$ cat src/rtl/ip_sdram_arbiter_pkg.sv
// rtl/ip_sdram_arbiter_pkg.sv - shared types and constants for the SDRAM front-end arbiter
package ip_sdram_arbiter_pkg;

    typedef enum logic [1:0] {
        IDLE    = 2'd0,
        ISSUE   = 2'd1,
        WAIT_RD = 2'd2,
        RECOVER = 2'd3
    } state_t;

    localparam int PRIO_RR    = 0;
    localparam int PRIO_FIXED = 1;

    function automatic int max4(input int a, input int b, input int c, input int d);
        int m;
        m = a;
        if (b > m) m = b;
        if (c > m) m = c;
        if (d > m) m = d;
        return m;
    endfunction

endpackage

$ cat src/rtl/ip_sdram_arbiter_grant.sv
// rtl/ip_sdram_arbiter_grant.sv - combinational round-robin / fixed-priority channel picker
module ip_sdram_arbiter_grant #(
    parameter int CH = 3,
    parameter int IW = $clog2(CH)
) (
    input  logic [CH-1:0] req_i,
    input  logic [IW-1:0] rr_last_i,
    input  logic          mode_i,
    output logic [IW-1:0] grant_o,
    output logic          any_req_o
);

    logic [IW-1:0] sel;
    logic          found;

    always_comb begin
        grant_o   = '0;
        any_req_o = |req_i;
        sel       = '0;
        found     = 1'b0;
        if (mode_i) begin
            // Descending scan so the lowest requesting index is the last write.
            for (int i = CH - 1; i >= 0; i--) begin
                if (req_i[IW'(i)]) grant_o = IW'(i);
            end
        end else begin
            for (int i = 1; i <= CH; i++) begin
                sel = IW'((int'(rr_last_i) + i) % CH);
                if (!found && req_i[sel]) begin
                    grant_o = sel;
                    found   = 1'b1;
                end
            end
        end
    end

endmodule

$ cat src/rtl/ip_sdram_arbiter.sv
// rtl/ip_sdram_arbiter.sv - time-shares one SDRAM byte port among CH requesters
module ip_sdram_arbiter
    import ip_sdram_arbiter_pkg::*;
#(
    parameter int CH        = 3,
    parameter int AW        = 23,
    parameter int DW        = 8,
    parameter int PRIO_MODE = 0,
    parameter int HOLD      = 4,
    parameter int WR_GAP    = 12,
    parameter int RD_GAP    = 16,
    parameter int TIMEOUT   = 64
) (
    input  logic             clk,
    input  logic             reset_n,
    input  logic [CH-1:0]    ch_req,
    input  logic [CH-1:0]    ch_wr,
    input  logic [CH*AW-1:0] ch_address,
    input  logic [CH*DW-1:0] ch_wdata,
    output logic [CH-1:0]    ch_ack,
    output logic [DW-1:0]    ch_rdata,
    output logic [CH-1:0]    ch_rdata_en,
    output logic             timeout_err,
    input  logic             sdram_busy,
    output logic             merq_n,
    output logic             rd_n,
    output logic             wr_n,
    output logic [AW-1:0]    address,
    output logic [DW-1:0]    wdata,
    input  logic [DW-1:0]    rdata,
    input  logic             rdata_en
);

    localparam int IW = $clog2(CH);
    localparam int CW = $clog2(max4(HOLD, WR_GAP, RD_GAP, TIMEOUT)) + 1;

    state_t        state_q, state_d;
    logic [CW-1:0] cnt_q, cnt_d;
    logic [IW-1:0] grant_q, grant_d;
    logic [IW-1:0] rr_last_q, rr_last_d;
    logic          is_wr_q, is_wr_d;
    logic          merq_n_q, merq_n_d;
    logic          rd_n_q, rd_n_d;
    logic          wr_n_q, wr_n_d;
    logic [AW-1:0] address_q, address_d;
    logic [DW-1:0] wdata_q, wdata_d;
    logic [CH-1:0] ack_q, ack_d;
    logic [DW-1:0] rdata_q, rdata_d;
    logic [CH-1:0] rdata_en_q, rdata_en_d;
    logic          timeout_q, timeout_d;

    logic [IW-1:0] pick;
    logic          any_req;

    ip_sdram_arbiter_grant #(
        .CH (CH),
        .IW (IW)
    ) u_grant (
        .req_i     (ch_req),
        .rr_last_i (rr_last_q),
        .mode_i    (PRIO_MODE == PRIO_FIXED),
        .grant_o   (pick),
        .any_req_o (any_req)
    );

    always_comb begin
        state_d    = state_q;
        cnt_d      = cnt_q;
        grant_d    = grant_q;
        rr_last_d  = rr_last_q;
        is_wr_d    = is_wr_q;
        merq_n_d   = merq_n_q;
        rd_n_d     = rd_n_q;
        wr_n_d     = wr_n_q;
        address_d  = address_q;
        wdata_d    = wdata_q;
        ack_d      = '0;
        rdata_d    = rdata_q;
        rdata_en_d = '0;
        timeout_d  = 1'b0;

        case (state_q)
            IDLE: begin
                if (!sdram_busy && any_req) begin
                    grant_d = pick;
                    if (PRIO_MODE == PRIO_RR) rr_last_d = pick;
                    // Constant-index mux keeps the channel slices free of variable part-selects.
                    for (int i = 0; i < CH; i++) begin
                        if (pick == IW'(i)) begin
                            is_wr_d   = ch_wr[i];
                            address_d = ch_address[i*AW +: AW];
                            wdata_d   = ch_wdata[i*DW +: DW];
                            rd_n_d    = ch_wr[i];
                            wr_n_d    = !ch_wr[i];
                            ack_d[i]  = 1'b1;
                        end
                    end
                    merq_n_d = 1'b0;
                    cnt_d    = CW'(HOLD - 1);
                    state_d  = ISSUE;
                end
            end

            ISSUE: begin
                if (cnt_q == '0) begin
                    merq_n_d  = 1'b1;
                    rd_n_d    = 1'b1;
                    wr_n_d    = 1'b1;
                    address_d = '0;
                    wdata_d   = '0;
                    if (is_wr_q) begin
                        cnt_d   = CW'(WR_GAP - 1);
                        state_d = RECOVER;
                    end else begin
                        cnt_d   = CW'(TIMEOUT - 1);
                        state_d = WAIT_RD;
                    end
                end else begin
                    cnt_d = cnt_q - 1'b1;
                end
            end

            WAIT_RD: begin
                if (rdata_en || cnt_q == '0) begin
                    // A lost read still completes to its owner, with zero data and an error flag.
                    rdata_d   = rdata_en ? rdata : '0;
                    timeout_d = !rdata_en;
                    for (int i = 0; i < CH; i++) begin
                        if (grant_q == IW'(i)) rdata_en_d[i] = 1'b1;
                    end
                    cnt_d   = CW'(RD_GAP - 1);
                    state_d = RECOVER;
                end else begin
                    cnt_d = cnt_q - 1'b1;
                end
            end

            RECOVER: begin
                if (cnt_q == '0) begin
                    state_d = IDLE;
                end else begin
                    cnt_d = cnt_q - 1'b1;
                end
            end

            default: state_d = IDLE;
        endcase
    end

    always_ff @(posedge clk or negedge reset_n) begin
        if (!reset_n) begin
            state_q    <= IDLE;
            cnt_q      <= '0;
            grant_q    <= '0;
            rr_last_q  <= IW'(CH - 1);
            is_wr_q    <= 1'b0;
            merq_n_q   <= 1'b1;
            rd_n_q     <= 1'b1;
            wr_n_q     <= 1'b1;
            address_q  <= '0;
            wdata_q    <= '0;
            ack_q      <= '0;
            rdata_q    <= '0;
            rdata_en_q <= '0;
            timeout_q  <= 1'b0;
        end else begin
            state_q    <= state_d;
            cnt_q      <= cnt_d;
            grant_q    <= grant_d;
            rr_last_q  <= rr_last_d;
            is_wr_q    <= is_wr_d;
            merq_n_q   <= merq_n_d;
            rd_n_q     <= rd_n_d;
            wr_n_q     <= wr_n_d;
            address_q  <= address_d;
            wdata_q    <= wdata_d;
            ack_q      <= ack_d;
            rdata_q    <= rdata_d;
            rdata_en_q <= rdata_en_d;
            timeout_q  <= timeout_d;
        end
    end

    assign ch_ack      = ack_q;
    assign ch_rdata    = rdata_q;
    assign ch_rdata_en = rdata_en_q;
    assign timeout_err = timeout_q;
    assign merq_n      = merq_n_q;
    assign rd_n        = rd_n_q;
    assign wr_n        = wr_n_q;
    assign address     = address_q;
    assign wdata       = wdata_q;

endmodule

$ cat config.mk
export PLATFORM = sky130hd
export DESIGN_NAME = ip_sdram_arbiter
export DESIGN_NICKNAME = d
export VERILOG_FILES = /design/src/rtl/ip_sdram_arbiter_pkg.sv /design/src/rtl/ip_sdram_arbiter_grant.sv /design/src/rtl/ip_sdram_arbiter.sv
export SDC_FILE = /design/constraint.sdc
export NUM_CORES = 1
export LEC_CHECK = 0
export ABC_AREA = 1
export BUFFER_PORTS_ARGS = -buffer_cell sky130_fd_sc_hd__buf_2
export CORE_ASPECT_RATIO = 2
export CORE_MARGIN = 2
export CORE_UTILIZATION = 48
export CTS_CLUSTER_SIZE = 10
export DETAILED_ROUTE_END_ITERATION = 12
export MAX_ROUTING_LAYER = met4
export PLACE_DENSITY_LB_ADDON = 0.3
export SLEW_MARGIN = 20
export SYNTH_ARGS = -nofsm -noshare
export SYNTH_HDL_FRONTEND = slang
export SYNTH_HIERARCHICAL = 1
export SYNTH_SLANG_ARGS = --single-unit
$ cat constraint.sdc
create_clock -name clk -period 3.3 [get_ports clk]
set_input_delay 0.66 -clock clk [delete_from_list [all_inputs] [get_ports clk]]
set_output_delay 0.66 -clock clk [all_outputs]
set_load 0.02 [all_outputs]
; ---- Word-level counts from Yosys, hierarchy flattened
; Index checks and enable logic that the tools add are counted.
[op_classes]
add_sub_neg = 4
n_div = 3
order_cmp = 3
eq_ne = 13
n_mux = 61
n_reduce_logical = 25
[op_table]
columns = cell, count
row1 = 2-to-1 mux 23 bit, 5
row2 = "modulo 32 x 3 -> 32 bit, second input constant", 3
row3 = 2-to-1 mux 8 bit, 6
row4 = case mux 23 bit (2 select lines), 1
row5 = 2-to-1 mux 7 bit, 4
row6 = case mux 7 bit (4 select lines), 1
row7 = 2-to-1 mux 1 bit, 24
row8 = case mux 8 bit (2 select lines), 1
row9 = 2-to-1 mux 2 bit, 7
row10 = 2-to-1 mux 3 bit, 4
row11 = "inequality test 2 bit, second input constant", 5
row12 = "< comparator 2 x 3 -> 1 bit, second input constant", 3
row13 = "equality test 2 bit, second input constant", 4
row14 = case mux 2 bit (4 select lines), 1
row15 = AND reduction 4 bit, 2
row16 = zero test 1 bit, 7
row17 = zero test 7 bit, 1
row18 = "subtractor 7 x 1 -> 7 bit, second input constant", 1
row19 = "adder 2 x 2 -> 3 bit, second input constant", 2
row20 = binary-select mux 1 bit (select 2 bit), 3
row21 = "equality test 2 x 1 -> 1 bit, second input constant", 3
row22 = zero test 2 bit, 3
row23 = 2-to-1 mux 6 bit, 1
row24 = case mux 1 bit (2 select lines), 3
row25 = other kinds (9), 14
[word_totals]
ff_bits = 63
inputBits = 111
output_inout_bits = 49
elab_cells = 123

; ---- Logic depth before layout (Yosys ltp)
[depth]
depth_word = 17
mapped_depth = 20
mapped_depth_nobuf = 20

; ---- By module
; Netlist, hierarchy kept.
[modules_own_cells]
columns = module, instances, cells_each, area_per_inst_um2, seq_area_each_um2
row1 = ip_sdram_arbiter, 1, 479, 3479.6, 1556.5
row2 = ip_sdram_arbiter_grant, 1, 50, 264.0, 0.0

; ---- Least setup slack after synthesis
; OpenSTA, ideal clock, no wires.
[synth_path]
kind = reg2reg
from = register grant_q[0] (netlist name)
to = register address_q[11] (netlist: address[11])
setup_ns = 0.116
t_arrival_ns = 2.192
required_ns = 3.184
setup_slack_ns = 0.992
stages_incl_launch_ff = 20
path_buffers = 2
period_less_slack_ns = 2.308
cell_sequence = dfrtp_1 > inv_1 > ha_1 > inv_2 > nand2_2 > nand3_2 > nand2_2 > nand3_1 > nand2_1 > inv_1 > nand2_1 > nand2_1 > nand2_1 > inv_1 > nand2_1 > buf_2 > clkbuf_1 > a31oi_1 > nand2_1 > nand2_1
[synth_rtl]
columns = element, line_no
row1 = to (signal assigned), ip_sdram_arbiter.sv:175  ; address_q <= address_d;
row2 = to (decl), ip_sdram_arbiter.sv:45  ; logic [AW-1:0] address_q, address_d;

==> flow_summary_export.csv <==
group,metric,value,unit
status,run_status,"finished, final reports clean",
clocking,clock_latency,330,ps
timing,timing.clock.skew,5.84,ps
routing,drt_first_iter_violations,210,
yosys,adder_cell_area_share_of_the_yosys_netlist,0.0334,
yosys,seq_area_frac_synth,0.416,
floorplan,die_area,0.00856,mm^2
yosys,post_synth_simple_gate_area,0.334,
floorplan,floorplan.die.width,66.4,um
yosys,yosysWarnings,6,
layout,fin_area,0.00492,mm^2
floorplan,chipHeight,129,um
yosys,synth.ff_latch_count,62,
clocking,cts_buffer_depth,2,
yosys,avgSynthCellArea,7.08,um^2
worst_setup_path,cp_max_fo,11,
clocking,clkSlewWorstSetupHoldPaths,50,ps
layout,fin_nets,805,
timing,max_freq,334,MHz
layout,antenna_cells,0,
layout,layout-drive-gt1-share,0.305,
layout,syn_to_final_growth,31.4,%
yosys,synth_top_family_by_area,"simple AND/OR/NAND/NOR gates",
clocking,htree_num_levels,3,
worst_setup_path,arrival,3190,ps
worst_setup_path,worstSetupStartpointType,"flip-flop",
placed_design,placedInstanceArea,0.00457,mm^2
yosys,ffs_w_async_s_r_synth,1.00,
yosys,synth_edf_count,0,
timing,fin_setup_tns,0,ps
timing,final.min_clock_period,2990,ps
yosys,synthesis.area,0.00374,mm^2
timing,unrepaired_setup_endpoints_after_global_routing,"false",
clocking,clock_tree_from_tritoncts,"built",
worst_setup_path,timing.rr.end,"address[18]",
routing,ant_nets,0,
global_route,grt_usage,0.271,
placed_design,finalWeightedCongestion,0.898,
routing,routed_via_density,5.28,
run,timing.max_cap.violations,0,
worst_setup_path,timing.rr.start,"grant_q[0]",
timing,worst_slew_margin_rel,0.437,
yosys,cells_after_synth,529,
timing,setup_viol_count_final,0,
floorplan,design.portCount,160,
placed_design,preCtsSetupSlack,194,ps
global_route,largest_net_degree_at_the_start_of_global_routing,46,
pwr,post-layout-total-power,0.00551,W
floorplan,design.core.area,0.00760,mm^2
placed_design,dpl.hpwl,8080,um
global_route,vias_in_the_first_global_route,4008,
placed_design,numPortBuffers,159,
pwr,power_density,1120,mW/mm^2
timing,setup_ws,307,ps
timing,final-max-slew-violation-count,0,
layout,number_of_inserted_filler_cells_in_the_final_layout,690,
yosys,top_flip_flop_cell_by_instance_count_after_synthesis,"sky130_fd_sc_hd__dfrtp_1",
clocking,clock_sinks,62,
hold_path,hold_class,"input port to asynchronous set/reset pin",
worst_setup_path,critical_path_required,3500,ps
worst_setup_path,setup.reg_to_reg.worst_slack,310,ps
clocking,cts-root-buf,"sky130_fd_sc_hd__clkbuf_16",
pwr,power_leakage,2.76,nW
timing,hold_slack,334,ps
worst_setup_path,timing.critical_path.to_type,"flip-flop",
global_route,grt_antenna_before_repair,0,
routing,drt-pass1-iter-count,4,
timing,timing.final.crit_share,0.907,
timing,max_slew.worst_pin.slew,844,ps
yosys,post_synth_xor_area_fraction,0.00468,
routing,drc_errors,0,
routing,routedWlPerCell,13.8,um
pwr,power.ir.vdd_worst,0.000576,V
clocking,cts_made_buffers,9,
yosys,synth_compound_area_frac,0.135,
worst_setup_path,worstSetupPathType,"flip-flop to flip-flop",
global_route,globalRouteOverflowTotal,0,
worst_setup_path,worst-r2r-cell-count,17,
yosys,ys_types,28,
routing,postRouteWirelength,10800,um
global_route,grt_pass1_wl,17300,um
timing,hold_vio_cnt_final,0,
floorplan,core.rowCount,45,
yosys,synth.mux.area_fraction,0,
routing,routed-via-count,4136,
floorplan,floorplan.initialDensity,0.493,
## kinds of logic (layout without fill, tap and decap cells)
logic type	Yosys count	after routing
AOI/OAI and AO/OA	88	88
xor gates and xnor gates	2	2
adders and majority gates	10	10
buffers and inverters	64	223
DFF	62	62
other	1	2
and+or+nand+nor	302	302
## area by class of cell
type	instances	area, um^2	area share
Timing Repair Buffer	169	875	0.178
Clock inverter	2	12.5	0.00254
Timing Repair inverter	1	7.51	0.00153
Multi-Input combinational cell	404	1910	0.389
Inverter	37	143	0.0290
Clock buffer	14	294	0.0598
Tap cell	94	118	0.0239
Sequential cell	62	1560	0.316
## power breakdown
group	total, W	internal, W	leakage (nW)	switching (W)
Clock	0.000924	0.000609	0.151	0.000315
Sequential	0.00134	0.00112	0.785	0.000216
Combinational	0.00325	0.00108	1.82	0.00216
## cells in the mapped netlist, types with 6 or more instances
| master | count | area share |
|---|---|---|
| sky130_fd_sc_hd__a21oi_1 | 6 | 0.0080 |
| sky130_fd_sc_hd__nand3_1 | 39 | 0.052 |
| sky130_fd_sc_hd__a31oi_1 | 19 | 0.032 |
| sky130_fd_sc_hd__o211ai_1 | 13 | 0.026 |
| sky130_fd_sc_hd__o21ai_0 | 38 | 0.051 |
| sky130_fd_sc_hd__dfrtp_1 | 58 | 0.39 |
| sky130_fd_sc_hd__o21ai_1 | 10 | 0.013 |
| sky130_fd_sc_hd__buf_2 | 14 | 0.019 |
| sky130_fd_sc_hd__nand2_1 | 218 | 0.22 |
| sky130_fd_sc_hd__inv_1 | 33 | 0.033 |
| sky130_fd_sc_hd__clkbuf_1 | 7 | 0.0070 |
| sky130_fd_sc_hd__ha_1 | 10 | 0.033 |
| sky130_fd_sc_hd__nor2_1 | 26 | 0.026 |
## worst max-delay path by stage
stage                     startpoint  depth (start not counted)  slack [ps]           to
after floorplan           grant_q[0]                         19         990  address[11]
after global placement    grant_q[0]                         16         370         wr_n
after CTS                 grant_q[0]                         16         170         wr_n
after detailed placement  grant_q[0]                         16         190         wr_n
final                     grant_q[0]                         17         310  address[18]
after global routing      grant_q[0]                         15          60         wr_n
## layout by cell type (no fill, tap or decap), drive strengths merged
cell type and instances:
dfrtp 58, nor3 4, a31oi 19, clkinv 1, nor2 30, o211ai 13, dfstp 4, nand4 4
clkinvlp 3, xnor2 2, nand2 222, o21ai 49, ha 10, buf 169, nand3 41, inv 36
a21oi 7, clkbuf 14, nand3b 1, conb 2
## metal layers
metal / GRT usage / up-vias / wire length, um
li1: - / 2022 / -
met1: 0.273 / 1928 / 3920
met2: 0.491 / 157 / 6060
met3: 0.0463 / 29 / 480
met4: 0.125 / 0 / 344
met5: - / - / 0
## flip-flops by register name, indices dropped and copies added (netlist names)
register	flops
address	23
ch_rdata	8
wdata	8
cnt_q	7
ch_ack	3
ch_rdata_en	3
grant_q	2
state_q	2
is_wr_q	1
merq_n	1
rd_n	1
rr_last_q	1
timeout_err	1
wr_n	1
## worst max-delay path: stages, from the launching register on
cell and delay [ps]:
sky130_fd_sc_hd__dfrtp_1 450, sky130_fd_sc_hd__inv_1 90, sky130_fd_sc_hd__ha_1 390, sky130_fd_sc_hd__inv_2 120, sky130_fd_sc_hd__nand3_1 110, sky130_fd_sc_hd__nand2_1 110
sky130_fd_sc_hd__nand2_2 70, sky130_fd_sc_hd__a21oi_2 100, sky130_fd_sc_hd__nor2_1 60, sky130_fd_sc_hd__nor2_2 190, sky130_fd_sc_hd__inv_1 80, sky130_fd_sc_hd__nand2_1 250
sky130_fd_sc_hd__clkinvlp_4 310, sky130_fd_sc_hd__buf_4 230, sky130_fd_sc_hd__nand2_1 50, sky130_fd_sc_hd__nand3_1 60, sky130_fd_sc_hd__o211ai_1 110, sky130_fd_sc_hd__o21ai_1 80
## what timing repair did
action                     4_1_cts  5_1_grt
gates resized for setup          0        5
setup endpoints to repair        0       15
hold buffers                     0        0
setup buffers                    0        2
## metrics by stage
step | std cells | util
floorplan | 530 | -
global placement | 764 | 0.602
detailed placement | 764 | 0.602
CTS | 780 | 0.642
global route | 783 | 0.647
finish | 783 | 0.647
No activity file was read; power rests on OpenSTA's default activity.
